<file path="src/rtl/bit_stream_serializer_if.sv">
// -----------------------------------------------------------------------------
// bit_stream_serializer_if
// Handshake and serial-output bundle for bit_stream_serializer.
//   data_in    : parallel word to serialize (WIDTH bits)
//   data_valid : data_in is valid this cycle
//   data_ready : serializer hold register can accept a word
//   dout       : serial bit toward the sequence detector
//   dout_valid : dout carries a data (or parity) bit
//   busy       : a word is held or being shifted
// Modports: master = upstream producer / observer, slave = serializer.
// -----------------------------------------------------------------------------
interface bit_stream_serializer_if #(
    parameter int unsigned WIDTH = 8
);
    logic [WIDTH-1:0] data_in;
    logic             data_valid;
    logic             data_ready;
    logic             dout;
    logic             dout_valid;
    logic             busy;

    modport master (
        output data_in,
        output data_valid,
        input  data_ready,
        input  dout,
        input  dout_valid,
        input  busy
    );

    modport slave (
        input  data_in,
        input  data_valid,
        output data_ready,
        output dout,
        output dout_valid,
        output busy
    );
endinterface

</file>
<file path="src/rtl/bit_stream_serializer.sv">
// -----------------------------------------------------------------------------
// bit_stream_serializer
// Double-buffered parallel-to-serial converter feeding a 1010 sequence
// detector. Words are accepted into a hold register over valid/ready and
// shifted out MSB-first from a shift register, so consecutive words stream
// with no idle bit between them. IDLE_BIT is driven while nothing is in flight.
//
// Ports:
//   clk     : rising-edge clock
//   reset_n : asynchronous active-low reset
//   ser     : bit_stream_serializer_if.slave (data_in, data_valid, data_ready,
//             dout, dout_valid, busy)
//
// Parameters:
//   WIDTH    : word width, 2..32
//   IDLE_BIT : value on dout when no data bit is sent
//
// Optional feature macro: SER_PARITY_EN
//   When defined, each word is followed by one even-parity bit (XOR of the
//   word), giving a WIDTH+1 cycle word period.
// -----------------------------------------------------------------------------
module bit_stream_serializer #(
    parameter int unsigned WIDTH    = 8,
    parameter logic        IDLE_BIT = 1'b0
) (
    input logic                   clk,
    input logic                   reset_n,
    bit_stream_serializer_if.slave ser
);

    localparam int unsigned CW = $clog2(WIDTH + 1);

    // Counter value of the final cycle of a word period.
`ifdef SER_PARITY_EN
    localparam logic [CW-1:0] LAST_CNT = CW'(WIDTH);
`else
    localparam logic [CW-1:0] LAST_CNT = CW'(WIDTH - 1);
`endif

    typedef enum logic {StIdle, StShift} state_t;

    state_t           state_q, state_d;
    logic [WIDTH-1:0] hold_q, hold_d;
    logic             hold_full_q, hold_full_d;
    logic [WIDTH-1:0] shift_q, shift_d;
    logic [CW-1:0]    cnt_q, cnt_d;
    logic             dout_q, dout_d;
    logic             dout_valid_q, dout_valid_d;
    logic             busy_q, busy_d;
`ifdef SER_PARITY_EN
    logic             parity_q, parity_d;
`endif

    logic accept;
    logic last;
    logic xfer;

    always_comb begin
        state_d      = state_q;
        hold_d       = hold_q;
        hold_full_d  = hold_full_q;
        shift_d      = shift_q;
        cnt_d        = cnt_q;
`ifdef SER_PARITY_EN
        parity_d     = parity_q;
`endif
        accept       = ser.data_valid && !hold_full_q;
        last         = (state_q == StShift) && (cnt_q == LAST_CNT);
        // Hold drains into the shift register when it is empty or finishing.
        xfer         = hold_full_q && ((state_q == StIdle) || last);

        // data_ready is ~hold_full_q, so accept and xfer never coincide.
        if (accept) begin
            hold_d      = ser.data_in;
            hold_full_d = 1'b1;
        end else if (xfer) begin
            hold_full_d = 1'b0;
        end

        unique case (state_q)
            StIdle: begin
                if (xfer) begin
                    shift_d = hold_q;
                    cnt_d   = '0;
                    state_d = StShift;
`ifdef SER_PARITY_EN
                    parity_d = ^hold_q;
`endif
                end
            end
            StShift: begin
                if (last) begin
                    cnt_d = '0;
                    if (xfer) begin
                        shift_d = hold_q;
`ifdef SER_PARITY_EN
                        parity_d = ^hold_q;
`endif
                    end else begin
                        state_d = StIdle;
                    end
                end else begin
                    shift_d = shift_q << 1;
                    cnt_d   = cnt_q + CW'(1);
                end
            end
            default: state_d = StIdle;
        endcase

        // Outputs are computed from next state and registered.
        dout_valid_d = (state_d == StShift);
        dout_d       = IDLE_BIT;
        if (state_d == StShift) begin
            dout_d = shift_d[WIDTH-1];
`ifdef SER_PARITY_EN
            if (cnt_d == CW'(WIDTH)) begin
                dout_d = parity_d;
            end
`endif
        end
        busy_d = (state_d == StShift) | hold_full_d;
    end

    always_ff @(posedge clk or negedge reset_n) begin
        if (!reset_n) begin
            state_q      <= StIdle;
            hold_q       <= '0;
            hold_full_q  <= 1'b0;
            shift_q      <= '0;
            cnt_q        <= '0;
            dout_q       <= IDLE_BIT;
            dout_valid_q <= 1'b0;
            busy_q       <= 1'b0;
`ifdef SER_PARITY_EN
            parity_q     <= 1'b0;
`endif
        end else begin
            state_q      <= state_d;
            hold_q       <= hold_d;
            hold_full_q  <= hold_full_d;
            shift_q      <= shift_d;
            cnt_q        <= cnt_d;
            dout_q       <= dout_d;
            dout_valid_q <= dout_valid_d;
            busy_q       <= busy_d;
`ifdef SER_PARITY_EN
            parity_q     <= parity_d;
`endif
        end
    end

    assign ser.data_ready = ~hold_full_q;
    assign ser.dout       = dout_q;
    assign ser.dout_valid = dout_valid_q;
    assign ser.busy       = busy_q;

endmodule
</file>
<file path="src/flat_wrapper.sv">
// flat-port wrapper written by rule: the top's interface ports become plain ports
module bit_stream_serializer_flat 
#(
    parameter int unsigned WIDTH    = 8,
    parameter logic        IDLE_BIT = 1'b0
)
  (clk, reset_n, ser_data_in, ser_data_valid, ser_data_ready, ser_dout, ser_dout_valid, ser_busy);
  bit_stream_serializer_if #(.WIDTH(WIDTH)) ser_i ();
  input logic clk;
  input logic reset_n;
  input wire logic [$bits(ser_i.data_in)-1:0] ser_data_in;
  input wire logic [$bits(ser_i.data_valid)-1:0] ser_data_valid;
  output wire logic [$bits(ser_i.data_ready)-1:0] ser_data_ready;
  output wire logic [$bits(ser_i.dout)-1:0] ser_dout;
  output wire logic [$bits(ser_i.dout_valid)-1:0] ser_dout_valid;
  output wire logic [$bits(ser_i.busy)-1:0] ser_busy;
  assign ser_i.data_in = ser_data_in;
  assign ser_i.data_valid = ser_data_valid;
  assign ser_data_ready = ser_i.data_ready;
  assign ser_dout = ser_i.dout;
  assign ser_dout_valid = ser_i.dout_valid;
  assign ser_busy = ser_i.busy;
  bit_stream_serializer #(.WIDTH(WIDTH), .IDLE_BIT(IDLE_BIT)) u_core (.clk(clk), .reset_n(reset_n), .ser(ser_i));
endmodule
</file>
<file path="config.mk">
export PLATFORM = sky130hd
export DESIGN_NAME = bit_stream_serializer_flat
export DESIGN_NICKNAME = d
export VERILOG_FILES = /design/src/rtl/bit_stream_serializer_if.sv /design/src/rtl/bit_stream_serializer.sv /design/src/flat_wrapper.sv
export SDC_FILE = /design/constraint.sdc
export NUM_CORES = 1
export LEC_CHECK = 0
export CAP_MARGIN = 5
export CORE_MARGIN = 5
export CORE_UTILIZATION = 38
export DETAILED_ROUTE_END_ITERATION = 12
export SKIP_LAST_GASP = 1
export SLEW_MARGIN = 0
export SYNTH_ARGS = -nofsm -noshare
export SYNTH_HDL_FRONTEND = slang
export SYNTH_SLANG_ARGS = --single-unit
</file>
<file path="constraint.sdc">
create_clock -name clk -period 1.2 [get_ports clk]
set_input_delay 0.36 -clock clk [delete_from_list [all_inputs] [get_ports clk]]
set_output_delay 0.36 -clock clk [all_outputs]
set_load 0.05 [all_outputs]
</file>
## Yosys cells after proc, flatten, opt, wreduce, memory -nomap -nowiden

Index checks and enable logic that the tools add are counted.

| word-level totals | value |
|---|---|
| register bits after elaboration | 24 |
| input bits | 11 |
| output and inout port bits | 4 |

| cells by class | value |
|---|---|
| add/subtract/negate cells | 1 |
| equal/unequal tests | 2 |
| mux-type cells | 12 |
| bitwise gates (word level) | 3 |
| reduce and logical (&&, ||, !) cells | 5 |

Operators by type and width:

| cell | number |
|---|---|
| 2-to-1 mux 8 bit | 2 |
| one-hot mux 8 bit (2 select lines) | 1 |
| 2-to-1 mux 4 bit | 2 |
| one-hot mux 4 bit (2 select lines) | 1 |
| 2-to-1 mux 1 bit | 5 |
| adder 4 x 1 -> 4 bit, second input constant | 1 |
| equality test 4 x 3 -> 1 bit, second input constant | 1 |
| logical AND 1 bit | 3 |
| != test 2 x 1 -> 1 bit, second input constant | 1 |
| inverter 1 bit | 2 |
| one-hot mux 1 bit (2 select lines) | 1 |
| zero test 1 bit | 1 |
| logical OR 1 bit | 1 |
| bitwise OR 1 bit | 1 |

## Depth between registers and ports, before layout

| logic depth | value |
|---|---|
| depth after elaboration | 8 |
| depth in mapped cells | 5 |
| mapped depth without buffers | 4 |

## Worst setup path before layout

No wires, ideal clock.

| path | value |
|---|---|
| kind | flip-flop to flip-flop |
| from | register u_core.cnt_q[0] |
| to | register u_core.busy_q (netlist: u_core.ser.busy) |
| arrival | 1,160 ps |
| required time | 1,068 ps |
| path slack | -91 ps |
| stages on the path, launching flop included | 5 |
| path buffers | 0 |
| period minus slack after synthesis | 1,291 ps |
| path through | dfrtp_1 ha_1 nand3b_4 and2_4 or3_1 |

| on the way | value |
|---|---|
| cells in the longest elaborated chain, start to end | 8 |

RTL lines:

| what | line | source |
|---|---|---|
| from (decl) | bit_stream_serializer.sv:46 | `logic [CW-1:0] cnt_q, cnt_d;` |
| from (signal assigned) | bit_stream_serializer.sv:142 | `cnt_q <= cnt_d;` |
| equality test 4 x 3 -> 1 bit * | bit_stream_serializer.sv:68 | `last = (state_q == StShift) && (cnt_q == LAST_CNT);` |
| logical AND 1 bit * | bit_stream_serializer.sv:68 |  |
| logical OR 1 bit | bit_stream_serializer.sv:70 | `xfer = hold_full_q && ((state_q == StIdle) \|\| last);` |
| logical AND 1 bit | bit_stream_serializer.sv:70 |  |
| 2-to-1 mux 1 bit | bit_stream_serializer.sv:82, bit_stream_serializer.sv:94 |  |
| 2-to-1 mux 1 bit | bit_stream_serializer.sv:92 | `if (last) begin` |
| one-hot mux 1 bit (2 select lines) | bit_stream_serializer.sv:80 | `unique case (state_q)` |
| bitwise OR 1 bit * | bit_stream_serializer.sv:121 | `busy_d = (state_d == StShift) \| hold_full_d;` |
| named net u_core.busy_d | bit_stream_serializer.sv:49 | `logic busy_q, busy_d;` |
| to (signal assigned) | bit_stream_serializer.sv:145 | `busy_q <= busy_d;` |
| to (decl) | bit_stream_serializer.sv:49 |  |

The timed path passes the listed nets; every way through them passes the cells marked *.
A chain may end at the register's enable or synchronous reset.

## Worst setup path in the final report

| path | value |
|---|---|
| from | register u_core.hold_full_q |
| to | output ser_data_ready |

| on the way | value |
|---|---|
| cells in the longest elaborated chain, start to end | 1 |

RTL lines:

| what | line | source |
|---|---|---|
| from (decl) | bit_stream_serializer.sv:44 | `logic hold_full_q, hold_full_d;` |
| from (signal assigned) | bit_stream_serializer.sv:140 | `hold_full_q <= hold_full_d;` |
| inverter 1 bit | bit_stream_serializer.sv:152 | `assign ser.data_ready = ~hold_full_q;` |
| to (decl) | flat_wrapper.sv:13 | `output wire logic [$bits(ser_i.data_ready)-1:0] ser_data_ready;` |

Every way passes these cells.

==> metrics <==
Final Setup Violations=13; vias in the first global route=686; Routed Antenna Nets=0; Routed Wire Length=1880 um; layout cells sized above 1=0.377; Bufs on Longest Clock Path=2; cell count after synthesis=77; failing checks=negative setup slack; IO Pins=15; non-filler instance count after layout=136; Cells after DPL=127; CTS H-tree depth=1; Logic pwr share=0.495; CP endpoint kind=primary output; crit path max fanout=2; Least-Margin Pin Slew=125 ps; synthesized cell area=972 sq um; CTS buffer count=3; Vias/cell=4.96; Remaining Overflow, GRT=0; Starting Density=0.396; Final Instance Area=1370 sq um; Yosys Warn Count=0; CTS tree=built; detailed placement HPWL=1250 um; Starting DRT DRC Count=10; final hold viol count=0; Worst Path Arrival=1020 ps; clock sink count=23; synth cell count leaders=dfrtp_1, mux2_2, nand3_1; setup ws final=-176 ps; startpoint types=flip-flop; CTS Hold Bufs=0; Synth area leaders=dfrtp_1, mux2_2, mux2i_1; core area=2450 sq um; largest net degree at the start of global routing=24; Die Area=3670 sq um; # diodes=0; Async SR Flop Fraction=1.00; gpl congestion=0.714; synthesized flop and latch total=23; Hold Crit Class=in2async; Nets=119; WS Path Type=reg2out; Sw Pwr=1.19 mW; Net Sw Frac=0.355; Worst EP required=840 ps; Critical R2R Launch=u_core.hold_full_q$_DFF_PN0_; row count=18; Primary FF master, synth=dfrtp_1; Root Buffer=clkbuf_4; placed instance area=1260 sq um; outcome=finished, violations left; CP Launch Point=u_core.hold_full_q$_DFF_PN0_; Clock transition at path regs=130 ps; antenna violations before repair=0; internal power=2.16 mW; wire per inst=13.8 um; fillers=212; Worst Skew=8.14 ps; post-route clock period utilization=1.15; sequential cell area fraction in the yosys report=0.592; first-pass GRT wire length=3150 um; Yosys top cell by area=dfrtp_1; Synth cell types=20; DRC=0; fmax=727 MHz; Syn Nets=89; top cell type's share of synthesized area=0.592; Worst slew margin=0.915; die width=60.6 um; gr usage total=0.118; top-count cell post-synth=dfrtp_1; Clock Latency Late Sink=310 ps; min Tclk post-route=1380 ps; max cap viols=0; clock power share=0.107; Leakage=0.630 nW; area grow syn2layout=40.5%; EDFF count, synth=0; Power per Cell Area=2450 nW/um^2; PortBufs=14; Synth Area per Inst=12.6 sq um; Die Y=60.6 um; drt first pass iters=4; Peak VDD IR=0.00125 V; RSZ-0062 raised after global routing=yes; Seq pwr share=0.398; vias=675; final slew viol count=0
[flip-flops by register name, indices dropped and copies added, names as in the netlist]
name / flops
u_core.hold_q: 8
u_core.shift_q: 7
u_core.cnt_q: 4
u_core.hold_full_q: 1
u_core.ser.busy: 1
u_core.ser.dout: 1
u_core.state_q: 1
[final timing paths]
check	endpoint	slack (ps)	cells past startpoint
worst max register to register	u_core.hold_q[3]$_DFFE_PN0P_	-100	4
worst min-delay path	u_core.hold_q[5]$_DFFE_PN0P_	370	2
max in group asynchronous	u_core.state_q$_DFF_PN0_	670	2
min in group clk	u_core.hold_q[6]$_DFFE_PN0P_	530	1
worst min register to register	u_core.hold_q[6]$_DFFE_PN0P_	530	1
worst max-delay path	ser_data_ready	-180	2
[power by group through the flow]
| stage | logic (mW) | registers (mW) | clock network (mW) |
|---|---|---|---|
| floorplan | 0.930 | 1.38 | 0 |
| global placement | 1.41 | 1.36 | 0 |
| detailed placement | 1.44 | 1.37 | 0 |
| CTS | 1.60 | 1.34 | 0.378 |
| global route | 1.79 | 1.38 | 0.415 |
| finish | 1.66 | 1.33 | 0.358 |
[critical path, cell delays in order, from the launching register on]
cell,delay (ps)
dfrtp_1,430
clkinvlp_4,120
buf_6,160
[area by class of cell]
class	count	area [sq um]	share of cell area
timing repair buffer	29	315	0.231
inverter	1	7.51	0.00549
multi-input combinational	49	402	0.294
tap	30	37.5	0.0275
sequential	23	577	0.422
clock buffer	3	22.5	0.0165
clock inverter	1	5.00	0.00366
[layout by cell type (no fill, tap or decap), drive strengths merged]
cell | synthesis | final
dfrtp | 23 | 23
buf | 3 | 19
clkdlybuf4s50 | 0 | 10
o21ai | 9 | 9
nand3 | 8 | 8
mux2 | 8 | 8
mux2i | 7 | 7
nand2 | 5 | 5
clkbuf | 1 | 3
xor2 | 2 | 2
a22o | 2 | 2
nor2 | 2 | 2
nand3b | 1 | 1
and2 | 1 | 1
clkinvlp | 0 | 1
nor2b | 1 | 1
a21o | 1 | 1
or3 | 1 | 1
ha | 1 | 1
clkinv | 0 | 1
[cells by family (layout without fill, tap and decap cells)]
logic type	after synthesis	in the layout	synth area share
multiplexers	15	15	0.165
AND/OR/NAND/NOR	19	19	0.111
adder cells (fa/ha/maj)	1	1	0.0129
flip-flops	23	23	0.592
buffers and inverters	5	34	0.0296
XOR/XNOR	2	2	0.0180
AO/OA/AOI/OAI	12	12	0.0721
[stage by stage]
step	utilization	power (mW)	hold WS [ps]	setup TNS (ps)	setup slack, ps
global route	0.557	3.58	368	-1590	-238
global placement	0.512	2.77	493	-3500	-416
detailed placement	0.512	2.81	504	-3640	-430
CTS	0.543	3.31	366	-1130	-188
finish	0.557	3.35	373	-1010	-176
floorplan	-	2.31	64.4	-48.2	-44.7
[routing by layer]
| metal | GRT usage | up-vias | part of all wire |
|---|---|---|---|
| met4 | 0.0650 | 0 | 0.019 |
| met1 | 0.157 | 328 | 0.47 |
| met5 | 0 | - | 0 |
| met3 | 0.0319 | 4 | 0.051 |
| li1 | - | 330 | - |
| met2 | 0.173 | 13 | 0.45 |
[repair_timing]
action,in CTS,in global routing
resized for setup,8,8
endpoints found under the setup margin,16,21
gates cloned,1,0
buffers inserted,3,1
pin swaps,2,2
Power figures use the tool's default switching activity.
